File: src/rtl/sp_ram_load_arbiter_if.sv
// Bundle of the core LSU port, the byte-stream loader port and the RAM port.
// slave = arbiter side, master = environment side (core, loader and RAM).
interface sp_ram_load_arbiter_if #(
  parameter int ADDR_WIDTH = 15
);
  logic                  core_req_i;
  logic [ADDR_WIDTH-1:0] core_addr_i;
  logic                  core_we_i;
  logic [3:0]            core_be_i;
  logic [31:0]           core_wdata_i;
  logic                  core_gnt_o;
  logic                  core_rvalid_o;
  logic [31:0]           core_rdata_o;

  logic                  load_start_i;
  logic [ADDR_WIDTH-1:0] load_base_i;
  logic                  byte_valid_i;
  logic [7:0]            byte_data_i;
  logic                  byte_last_i;
  logic                  byte_ready_o;
  logic                  load_busy_o;
  logic                  load_done_o;
  logic [ADDR_WIDTH-3:0] load_count_o;

  logic                  ram_en_o;
  logic                  ram_we_o;
  logic [ADDR_WIDTH-1:0] ram_addr_o;
  logic [31:0]           ram_wdata_o;
  logic [3:0]            ram_be_o;
  logic [31:0]           ram_rdata_i;

  modport slave (
    input  core_req_i, core_addr_i, core_we_i, core_be_i, core_wdata_i,
    output core_gnt_o, core_rvalid_o, core_rdata_o,
    input  load_start_i, load_base_i, byte_valid_i, byte_data_i, byte_last_i,
    output byte_ready_o, load_busy_o, load_done_o, load_count_o,
    output ram_en_o, ram_we_o, ram_addr_o, ram_wdata_o, ram_be_o,
    input  ram_rdata_i
  );

  modport master (
    output core_req_i, core_addr_i, core_we_i, core_be_i, core_wdata_i,
    input  core_gnt_o, core_rvalid_o, core_rdata_o,
    output load_start_i, load_base_i, byte_valid_i, byte_data_i, byte_last_i,
    input  byte_ready_o, load_busy_o, load_done_o, load_count_o,
    input  ram_en_o, ram_we_o, ram_addr_o, ram_wdata_o, ram_be_o,
    output ram_rdata_i
  );
endinterface

File: src/rtl/sp_ram_load_arbiter.sv
// Front end of the single-port RAM: core passthrough when idle, otherwise packs
// loader bytes little-endian into words and writes them with byte enables.
module sp_ram_load_arbiter #(
  parameter int RAM_SIZE   = 32768,
  parameter int ADDR_WIDTH = $clog2(RAM_SIZE),
  parameter int DATA_WIDTH = 32
) (
  input logic               clk,
  input logic               rstn_i,
  sp_ram_load_arbiter_if.slave bus
);
  localparam int WAW = ADDR_WIDTH - 2;

  typedef enum logic [1:0] {IDLE, FILL, WRITE, DONE} state_t;

  state_t                state;
  logic [WAW-1:0]        ptr;
  logic [WAW-1:0]        count;
  logic [1:0]            lane;
  logic [3:0]            be_acc;
  logic [DATA_WIDTH-1:0] data_acc;
  logic                  last_q;
  logic                  rvalid_q;
  logic                  unused_base_lsb;

  assign unused_base_lsb = ^bus.load_base_i[1:0];

  always_ff @(posedge clk or negedge rstn_i) begin
    if (!rstn_i) begin
      state    <= IDLE;
      ptr      <= '0;
      count    <= '0;
      lane     <= '0;
      be_acc   <= '0;
      data_acc <= '0;
      last_q   <= 1'b0;
      rvalid_q <= 1'b0;
    end else begin
      rvalid_q <= bus.core_req_i & bus.core_gnt_o;
      case (state)
        IDLE: if (bus.load_start_i) begin
          state  <= FILL;
          ptr    <= bus.load_base_i[ADDR_WIDTH-1:2];
          count  <= '0;
          lane   <= '0;
          be_acc <= '0;
        end
        FILL: if (bus.byte_valid_i) begin
          data_acc[{lane, 3'b000} +: 8] <= bus.byte_data_i;
          be_acc[lane]                  <= 1'b1;
          lane                          <= lane + 2'd1;
          if (lane == 2'd3 || bus.byte_last_i) begin
            state  <= WRITE;
            last_q <= bus.byte_last_i;
          end
        end
        WRITE: begin
          // ptr is exactly word-address wide, so it wraps modulo RAM_SIZE/4
          ptr    <= ptr + 1'b1;
          count  <= count + 1'b1;
          be_acc <= '0;
          lane   <= '0;
          state  <= last_q ? DONE : FILL;
        end
        default: state <= IDLE;
      endcase
    end
  end

  always_comb begin
    bus.core_gnt_o  = 1'b0;
    bus.ram_en_o    = 1'b0;
    bus.ram_we_o    = 1'b0;
    bus.ram_addr_o  = bus.core_addr_i;
    bus.ram_wdata_o = bus.core_wdata_i;
    bus.ram_be_o    = bus.core_be_i;
    case (state)
      IDLE: begin
        bus.core_gnt_o = bus.core_req_i;
        bus.ram_en_o   = bus.core_req_i;
        bus.ram_we_o   = bus.core_we_i;
      end
      WRITE: begin
        bus.ram_en_o    = 1'b1;
        bus.ram_we_o    = 1'b1;
        bus.ram_addr_o  = {ptr, 2'b00};
        bus.ram_wdata_o = data_acc;
        bus.ram_be_o    = be_acc;
      end
      default: ;
    endcase
  end

  assign bus.core_rvalid_o = rvalid_q;
  assign bus.core_rdata_o  = bus.ram_rdata_i;
  assign bus.byte_ready_o  = (state == FILL);
  assign bus.load_busy_o   = (state != IDLE);
  assign bus.load_done_o   = (state == DONE);
  assign bus.load_count_o  = count;
endmodule
File: src/flat_wrapper.sv
// flat-port wrapper written by rule: the top's interface ports become plain ports
module sp_ram_load_arbiter_flat 
#(
  parameter int RAM_SIZE   = 32768,
  parameter int ADDR_WIDTH = $clog2(RAM_SIZE),
  parameter int DATA_WIDTH = 32
)
  (clk, rstn_i, bus_core_req_i, bus_core_addr_i, bus_core_we_i, bus_core_be_i, bus_core_wdata_i, bus_core_gnt_o, bus_core_rvalid_o, bus_core_rdata_o, bus_load_start_i, bus_load_base_i, bus_byte_valid_i, bus_byte_data_i, bus_byte_last_i, bus_byte_ready_o, bus_load_busy_o, bus_load_done_o, bus_load_count_o, bus_ram_en_o, bus_ram_we_o, bus_ram_addr_o, bus_ram_wdata_o, bus_ram_be_o, bus_ram_rdata_i);
  sp_ram_load_arbiter_if #(.ADDR_WIDTH(ADDR_WIDTH)) bus_i ();
  input logic clk;
  input logic rstn_i;
  input wire logic [$bits(bus_i.core_req_i)-1:0] bus_core_req_i;
  input wire logic [$bits(bus_i.core_addr_i)-1:0] bus_core_addr_i;
  input wire logic [$bits(bus_i.core_we_i)-1:0] bus_core_we_i;
  input wire logic [$bits(bus_i.core_be_i)-1:0] bus_core_be_i;
  input wire logic [$bits(bus_i.core_wdata_i)-1:0] bus_core_wdata_i;
  output wire logic [$bits(bus_i.core_gnt_o)-1:0] bus_core_gnt_o;
  output wire logic [$bits(bus_i.core_rvalid_o)-1:0] bus_core_rvalid_o;
  output wire logic [$bits(bus_i.core_rdata_o)-1:0] bus_core_rdata_o;
  input wire logic [$bits(bus_i.load_start_i)-1:0] bus_load_start_i;
  input wire logic [$bits(bus_i.load_base_i)-1:0] bus_load_base_i;
  input wire logic [$bits(bus_i.byte_valid_i)-1:0] bus_byte_valid_i;
  input wire logic [$bits(bus_i.byte_data_i)-1:0] bus_byte_data_i;
  input wire logic [$bits(bus_i.byte_last_i)-1:0] bus_byte_last_i;
  output wire logic [$bits(bus_i.byte_ready_o)-1:0] bus_byte_ready_o;
  output wire logic [$bits(bus_i.load_busy_o)-1:0] bus_load_busy_o;
  output wire logic [$bits(bus_i.load_done_o)-1:0] bus_load_done_o;
  output wire logic [$bits(bus_i.load_count_o)-1:0] bus_load_count_o;
  output wire logic [$bits(bus_i.ram_en_o)-1:0] bus_ram_en_o;
  output wire logic [$bits(bus_i.ram_we_o)-1:0] bus_ram_we_o;
  output wire logic [$bits(bus_i.ram_addr_o)-1:0] bus_ram_addr_o;
  output wire logic [$bits(bus_i.ram_wdata_o)-1:0] bus_ram_wdata_o;
  output wire logic [$bits(bus_i.ram_be_o)-1:0] bus_ram_be_o;
  input wire logic [$bits(bus_i.ram_rdata_i)-1:0] bus_ram_rdata_i;
  assign bus_i.core_req_i = bus_core_req_i;
  assign bus_i.core_addr_i = bus_core_addr_i;
  assign bus_i.core_we_i = bus_core_we_i;
  assign bus_i.core_be_i = bus_core_be_i;
  assign bus_i.core_wdata_i = bus_core_wdata_i;
  assign bus_core_gnt_o = bus_i.core_gnt_o;
  assign bus_core_rvalid_o = bus_i.core_rvalid_o;
  assign bus_core_rdata_o = bus_i.core_rdata_o;
  assign bus_i.load_start_i = bus_load_start_i;
  assign bus_i.load_base_i = bus_load_base_i;
  assign bus_i.byte_valid_i = bus_byte_valid_i;
  assign bus_i.byte_data_i = bus_byte_data_i;
  assign bus_i.byte_last_i = bus_byte_last_i;
  assign bus_byte_ready_o = bus_i.byte_ready_o;
  assign bus_load_busy_o = bus_i.load_busy_o;
  assign bus_load_done_o = bus_i.load_done_o;
  assign bus_load_count_o = bus_i.load_count_o;
  assign bus_ram_en_o = bus_i.ram_en_o;
  assign bus_ram_we_o = bus_i.ram_we_o;
  assign bus_ram_addr_o = bus_i.ram_addr_o;
  assign bus_ram_wdata_o = bus_i.ram_wdata_o;
  assign bus_ram_be_o = bus_i.ram_be_o;
  assign bus_i.ram_rdata_i = bus_ram_rdata_i;
  sp_ram_load_arbiter #(.RAM_SIZE(RAM_SIZE), .ADDR_WIDTH(ADDR_WIDTH), .DATA_WIDTH(DATA_WIDTH)) u_core (.clk(clk), .rstn_i(rstn_i), .bus(bus_i));
endmodule
File: config.mk
export PLATFORM = sky130hd
export DESIGN_NAME = sp_ram_load_arbiter_flat
export DESIGN_NICKNAME = d
export VERILOG_FILES = /design/src/rtl/sp_ram_load_arbiter_if.sv /design/src/rtl/sp_ram_load_arbiter.sv /design/src/flat_wrapper.sv
export SDC_FILE = /design/constraint.sdc
export NUM_CORES = 1
export LEC_CHECK = 0
export BUFFER_PORTS_ARGS = -buffer_cell sky130_fd_sc_hd__buf_4
export CORE_MARGIN = 2
export CORE_UTILIZATION = 40
export CTS_CLUSTER_SIZE = 20
export DETAILED_ROUTE_END_ITERATION = 10
export GPL_ROUTABILITY_DRIVEN = 0
export PLACE_DENSITY = 0.69
export RECOVER_POWER = 25
export SYNTH_ARGS = -nofsm -noshare
export SYNTH_HDL_FRONTEND = slang
export SYNTH_SLANG_ARGS = --single-unit
File: constraint.sdc
create_clock -name clk -period 2.3 [get_ports clk]
set_input_delay 0.23 -clock clk [delete_from_list [all_inputs] [get_ports clk]]
set_output_delay 0.23 -clock clk [all_outputs]
set_load 0.01 [all_outputs]
==> metrics.txt, run 1 <==
failing checks max-capacitance violations, max-slew violations; vias after detailed routing 3927; total congestion overflow 0; leakage 2.71 nW; routed wire length 10.9 mm; Mapped Area 4150 sq um; CP Launch Type register; Worst Tran Pin Value 1700 ps; Post-CTS Setup Bufs 0; hold_buf cts 0; Setup Slack @ Placement 400 ps; pwr/cell area 977 nW/um^2; # DRC 0; Worst Skew 8.71 ps; row count 37; YS warnings 0; Tot Pwr 5.22 mW; cells resized by post-CTS repair 0; most common cell after layout, fill and taps aside nand2_1; Global Route met3 Usage 4.95%; placed insts 760; Max Slew Vio Count 69; TritonCTS buffer count 9; port bufs 149; Max Cap Violations 1; Total Routing Usage GR 19.5%; Seq/Total Area, Yosys 41.0%; Crit Path Max Fanout 18; Worst Hold Depth 3; Yosys reg bits 68; wire per inst 14.0 um; worst reg2reg setup slack 440 ps; final instance area 5340 sq um; area grow syn2layout 28.8%; Non-Filler Instances 775; Root Buffer clkbuf_8; final worst path period share 91.0%; maximum VDD drop 0.470 mV; vias in the first global route 3754; worst hold path class in2reg; Max Root-Sink Buffers 2; Final Util 52.5%; EDFF count, synth 0; post-synth cell types 55; Core Area 10200 sq um; die area 11200 sq um; # diodes 0; Crit. End Element output port; initial core utilization 40.7%; post-route worst setup slack 208 ps; unrepaired setup endpoints after global routing false; Area after DPL 5170 sq um; global routing's busiest layer met2; Avg Cell Area, Syn 7.95 sq um; Die Y 106 um; worst skew pair latency 340 ps; layout cells sized above 1 29.4%; die width 106 um; CP required 2070 ps; io pins 216; Antenna Nets Post-Route 0; number of H-tree levels 3; hold path start bus_byte_last_i; clk slew on worst S/H paths 60 ps; worst path arrival time 1860 ps; RR Startpoint u_core.state[0]$_DFFE_PN0P_; outcome finished, violations left; Hold WS 130 ps; initial antenna violation count 0; post-detail-place hpwl 7.97 mm; final count of negative-setup-slack endpoints 0; met1 Use GR 25.6%; Final Hold Vio Count 0; TritonCTS clock tree built; Final min period 2090 ps; first-pass GRT wire length 17.8 mm; FMAX 478 MHz; CP Class reg2out; met2 layer usage reported by global route 32.7%; hold endpoint u_core.state[1]$_DFFE_PN0P_; Syn Nets 645; Reg-to-Reg End u_core.data_acc[9]$_DFFE_PN0P_; largest net degree at the start of global routing 69; R2R cell count 4; Post-Synthesis Cells 522; routed vias/inst 5.07; worst rel slew slack -13.2%; setup_tns 0 ps; Layout Nets 758; Top FF cell, synth dfrtp_1; Clock Sinks 68; drt first pass iters 4; asr flop ratio synth 100%; DRT iter0 DRCs 179; commonest non-fill, non-tap cells in the layout 206 x nand2_1, 159 x buf_4, 68 x dfrtp_1
Yosys cell counts, drive strengths merged (4+ instances only):
cell type | instances | area [sq um]
and3 | 8 | 52.6
o22a | 6 | 53.8
o31ai | 7 | 52.6
and2 | 5 | 31.3
buf | 46 | 314
nor2 | 16 | 60.1
nand3 | 8 | 40.0
clkbuf | 13 | 48.8
a21oi | 12 | 60.1
nand4 | 7 | 58.8
a31oi | 6 | 37.5
dfrtp | 68 | 1700
o21ai | 33 | 165
inv | 7 | 26.3
a22o | 14 | 123
nor4 | 4 | 55.1
ha | 10 | 125
nor3b | 6 | 50.1
nand2 | 206 | 773
nand2b | 4 | 25.0
routing by layer:
metal	up-vias	wire length, um
li1	1966	-
met1	1799	4740
met2	154	5290
met3	8	796
met4	0	39
met5	-	0
worst max-delay path, cell delays in order (launching register included):
cell      delay, ps
dfrtp_1         630
nand2b_4        370
buf_4           250
nand2_1          70
o21ai_0          70
buf_4           140
power breakdown:
part | leakage (nW) | switching, mW | internal, mW
combinational | 1.72 | 1.40 | 1.11
sequential | 0.895 | 0.336 | 1.50
clock | 0.0893 | 0.432 | 0.442
total | 2.71 | 2.17 | 3.05
layout make-up:
type                    instances  area [sq um]
clock inverters                 2          10.0
multi-input cells             388          2070
clock buffers                  13           159
well taps                     136           170
repair buffers                161          1210
inverters                       7          26.3
fillers                       994          4840
flip-flops and latches         68          1700
kinds of logic after synthesis:
kind of cell	after synthesis	synth area share, %
AOI/OAI and AO/OA	100	16.1
buffers and inverters	66	9.38
adders and majority gates	10	3.02
DFF	68	41.0
muxes	1	0.241
xor gates and xnor gates	1	0.211
and+or+nand+nor	276	30.0
worst max path at each step:
stage,from,to,slack (ps),cells past startpoint
6_report,u_core.state[0]$_DFFE_PN0P_,bus_ram_be_o[0],210,5
5_1_grt,u_core.state[0]$_DFFE_PN0P_,bus_ram_wdata_o[30],30,5
4_1_cts,u_core.state[0]$_DFFE_PN0P_,bus_ram_be_o[0],80,5
3_5_place_dp,u_core.state[0]$_DFFE_PN0P_,u_core.bus.load_count_o[8]$_DFFE_PN0P_,400,5
3_3_place_gp,u_core.state[1]$_DFFE_PN0P_,u_core.ptr[8]$_DFFE_PN0P_,460,3
2_1_floorplan,u_core.lane[0]$_DFFE_PN0P_,u_core.data_acc[16]$_DFFE_PN0P_,530,5
flip-flops by register name, indices dropped and copies added (netlist names):
name and count:
u_core.ptr 13, u_core.bus.load_count_o 13, u_core.data_acc 32, u_core.state 2, u_core.last_q 1, u_core.lane 2, u_core.bus.core_rvalid_o 1, u_core.be_acc 4
Note: power is estimated with default switching activity, not from simulation.
==> run 2: changes to the inputs <==
- CORE_UTILIZATION: 40 -> 46
- PLACE_DENSITY: 0.69 -> 0.78
==> run 2 against run 1 <==
  * The run still ends with max-capacitance violations, max-slew violations left
  * Worst hold slack worse by 5.5 ps
  * Clock-buffer cell count down 4
  * Sequential power about the same
  * Non-clock buffer count unchanged
  * Maximum frequency is 0.45% higher
  * Worst setup slack improved by 9.3 ps
  * Sequential share of layout area about the same
  * Via count up 1.6%
  * Critical path type unchanged
  * Die area fell by 13%
  * Critical endpoint is now bus_ram_wdata_o[27]
==> metrics.txt, run 2 (same netlist as run 1, synthesis figures left out) <==
Antenna Nets Post-Route 0; Crit Path Max Fanout 21; layout cells sized above 1 29.8%; hold endpoint u_core.state[1]$_DFFE_PN0P_; hold path start bus_byte_last_i; Core Area 8720 sq um; drt first pass iters 4; pwr/cell area 999 nW/um^2; Die Y 99.0 um; Total Routing Usage GR 22.4%; FMAX 480 MHz; number of H-tree levels 3; total congestion overflow 0; post-detail-place hpwl 8.21 mm; final count of negative-setup-slack endpoints 0; Reg-to-Reg End u_core.bus.load_count_o[12]$_DFFE_PN0P_; worst path arrival time 1850 ps; Max Slew Vio Count 69; routed wl met3 743 um; CP Launch Type register; routed wire length 11.0 mm; R2R cell count 5; largest net degree at the start of global routing 69; unrepaired setup endpoints after global routing false; Final min period 2080 ps; maximum VDD drop 0.578 mV; clk slew on worst S/H paths 70 ps; DRT iter0 DRCs 105; worst rel slew slack -11.1%; wire per inst 14.8 um; P_int 3.11 mW; Final Util 61.2%; vias in the first global route 3910; # diodes 0; Reg with most FFs u_core.data_acc; worst skew pair latency 340 ps; RR Startpoint u_core.state[1]$_DFFE_PN0P_; row count 34; Layout fillers 780; routed vias/inst 5.34; initial core utilization 47.6%; die area 9800 sq um; Sw Ratio 41.7%; TritonCTS clock tree built; CP Class reg2out; Clock Sinks 68; first-pass GRT wire length 18.0 mm; Layout Nets 758; initial antenna violation count 0; placed insts 732; setup_tns 0 ps; Worst Tran Pin Value 1670 ps; switching power of the nets 2.22 mW; Seq pwr share 34.0%; commonest non-fill, non-tap cells in the layout 206 x nand2_1, 159 x buf_4, 68 x dfrtp_1; worst hold path class in2reg; max FFs per register 32; port bufs 149; die width 99.0 um; outcome finished, violations left; io pins 216; Max Cap Violations 1; CP required 2070 ps; Tot Pwr 5.33 mW; TritonCTS buffer count 9; Final Hold Vio Count 0; leakage 2.72 nW; WL met2 5.39 mm; Gate power share 48.2%; Worst Skew 6.61 ps; Worst Hold Depth 3; Max Root-Sink Buffers 2; M1 WL 4.67 mm; register cell area after layout 1700 sq um; worst reg2reg setup slack 280 ps; failing checks max-capacitance violations, max-slew violations; vias after detailed routing 3991; area grow syn2layout 28.6%; Clk pwr share 17.8%; # DRC 0; Top Metal Used met4; Multi-input gate area 2060 sq um; Root Buffer clkbuf_8; Crit. End Element output port; most common cell after layout, fill and taps aside nand2_1; Non-Filler Instances 748; final worst path period share 90.6%
-- run 2: cell types whose count changed in the layout (fill, tap and decap cells not counted), sizes merged --
cell	before	now
bufinv	0	1
clkbuf	14	10
clkinv	2	6
-- run 2: critical path: stages, from the launching register on --
cell and delay (ps):
dfrtp_1 530, and2b_4 410, buf_4 300, nand2_1 90
nand2_1 60, buf_4 110
-- run 2: worst max-delay path by stage --
| stage | slack (ps) | from | cells past startpoint | endpoint |
|---|---|---|---|---|
| after floorplan | 530 | u_core.lane[0]$_DFFE_PN0P_ | 5 | u_core.data_acc[16]$_DFFE_PN0P_ |
| after global placement | 430 | u_core.state[1]$_DFFE_PN0P_ | 5 | u_core.bus.load_count_o[10]$_DFFE_PN0P_ |
| after detailed placement | 340 | u_core.state[1]$_DFFE_PN0P_ | 5 | u_core.bus.load_count_o[12]$_DFFE_PN0P_ |
| after CTS | 120 | u_core.state[1]$_DFFE_PN0P_ | 5 | bus_ram_wdata_o[27] |
| after global routing | 70 | u_core.state[1]$_DFFE_PN0P_ | 5 | bus_ram_wdata_o[31] |
| final | 220 | u_core.state[1]$_DFFE_PN0P_ | 5 | bus_ram_wdata_o[27] |
-- run 2: power groups by stage --
stage                     clock network, mW  registers, mW  logic [mW]
final                                 0.951           1.81        2.57
after global routing                   1.04           1.86        2.85
after CTS                             0.975           1.81        2.58
after detailed placement                  0           1.83        2.57
after global placement                    0           1.81        2.50
after floorplan                           0           1.74        1.69
-- run 2: final cells by class --
cell class / instances / share of cell area (%)
Clock buffer: 9 / 2.32
Clock inverter: 7 / 1.27
Inverter: 7 / 0.492
Multi-Input combinational cell: 388 / 38.7
Sequential cell: 68 / 31.9
Tap cell: 108 / 2.53
Timing Repair Buffer: 161 / 22.8
-- run 2: timing repair --
action | 4_1_cts | 5_1_grt
resized for setup | 0 | 1
endpoints found under the hold margin | 0 | 0
hold buffers | 0 | 0
endpoints found under the setup margin | 0 | 14
buffers inserted | 0 | 0
-- run 2: per-stage QoR --
| step | instance area (sq um) | setup WS (ps) | hold WS (ps) |
|---|---|---|---|
| after global routing | 5340 | 74.3 | 133 |
| after global placement | 5150 | 425 | 383 |
| after detailed placement | 5150 | 343 | 393 |
| after CTS | 5340 | 117 | 20.9 |
| after floorplan | 4150 | 535 | -65.6 |
| final | 5340 | 217 | 124 |
-- run 2: routing by layer --
layer  vias to the layer above  track usage [%]
li1                       1966                -
met1                      1850             27.9
met2                       142             38.3
met3                        33             4.33
met4                         0             8.75
met5                         -                0
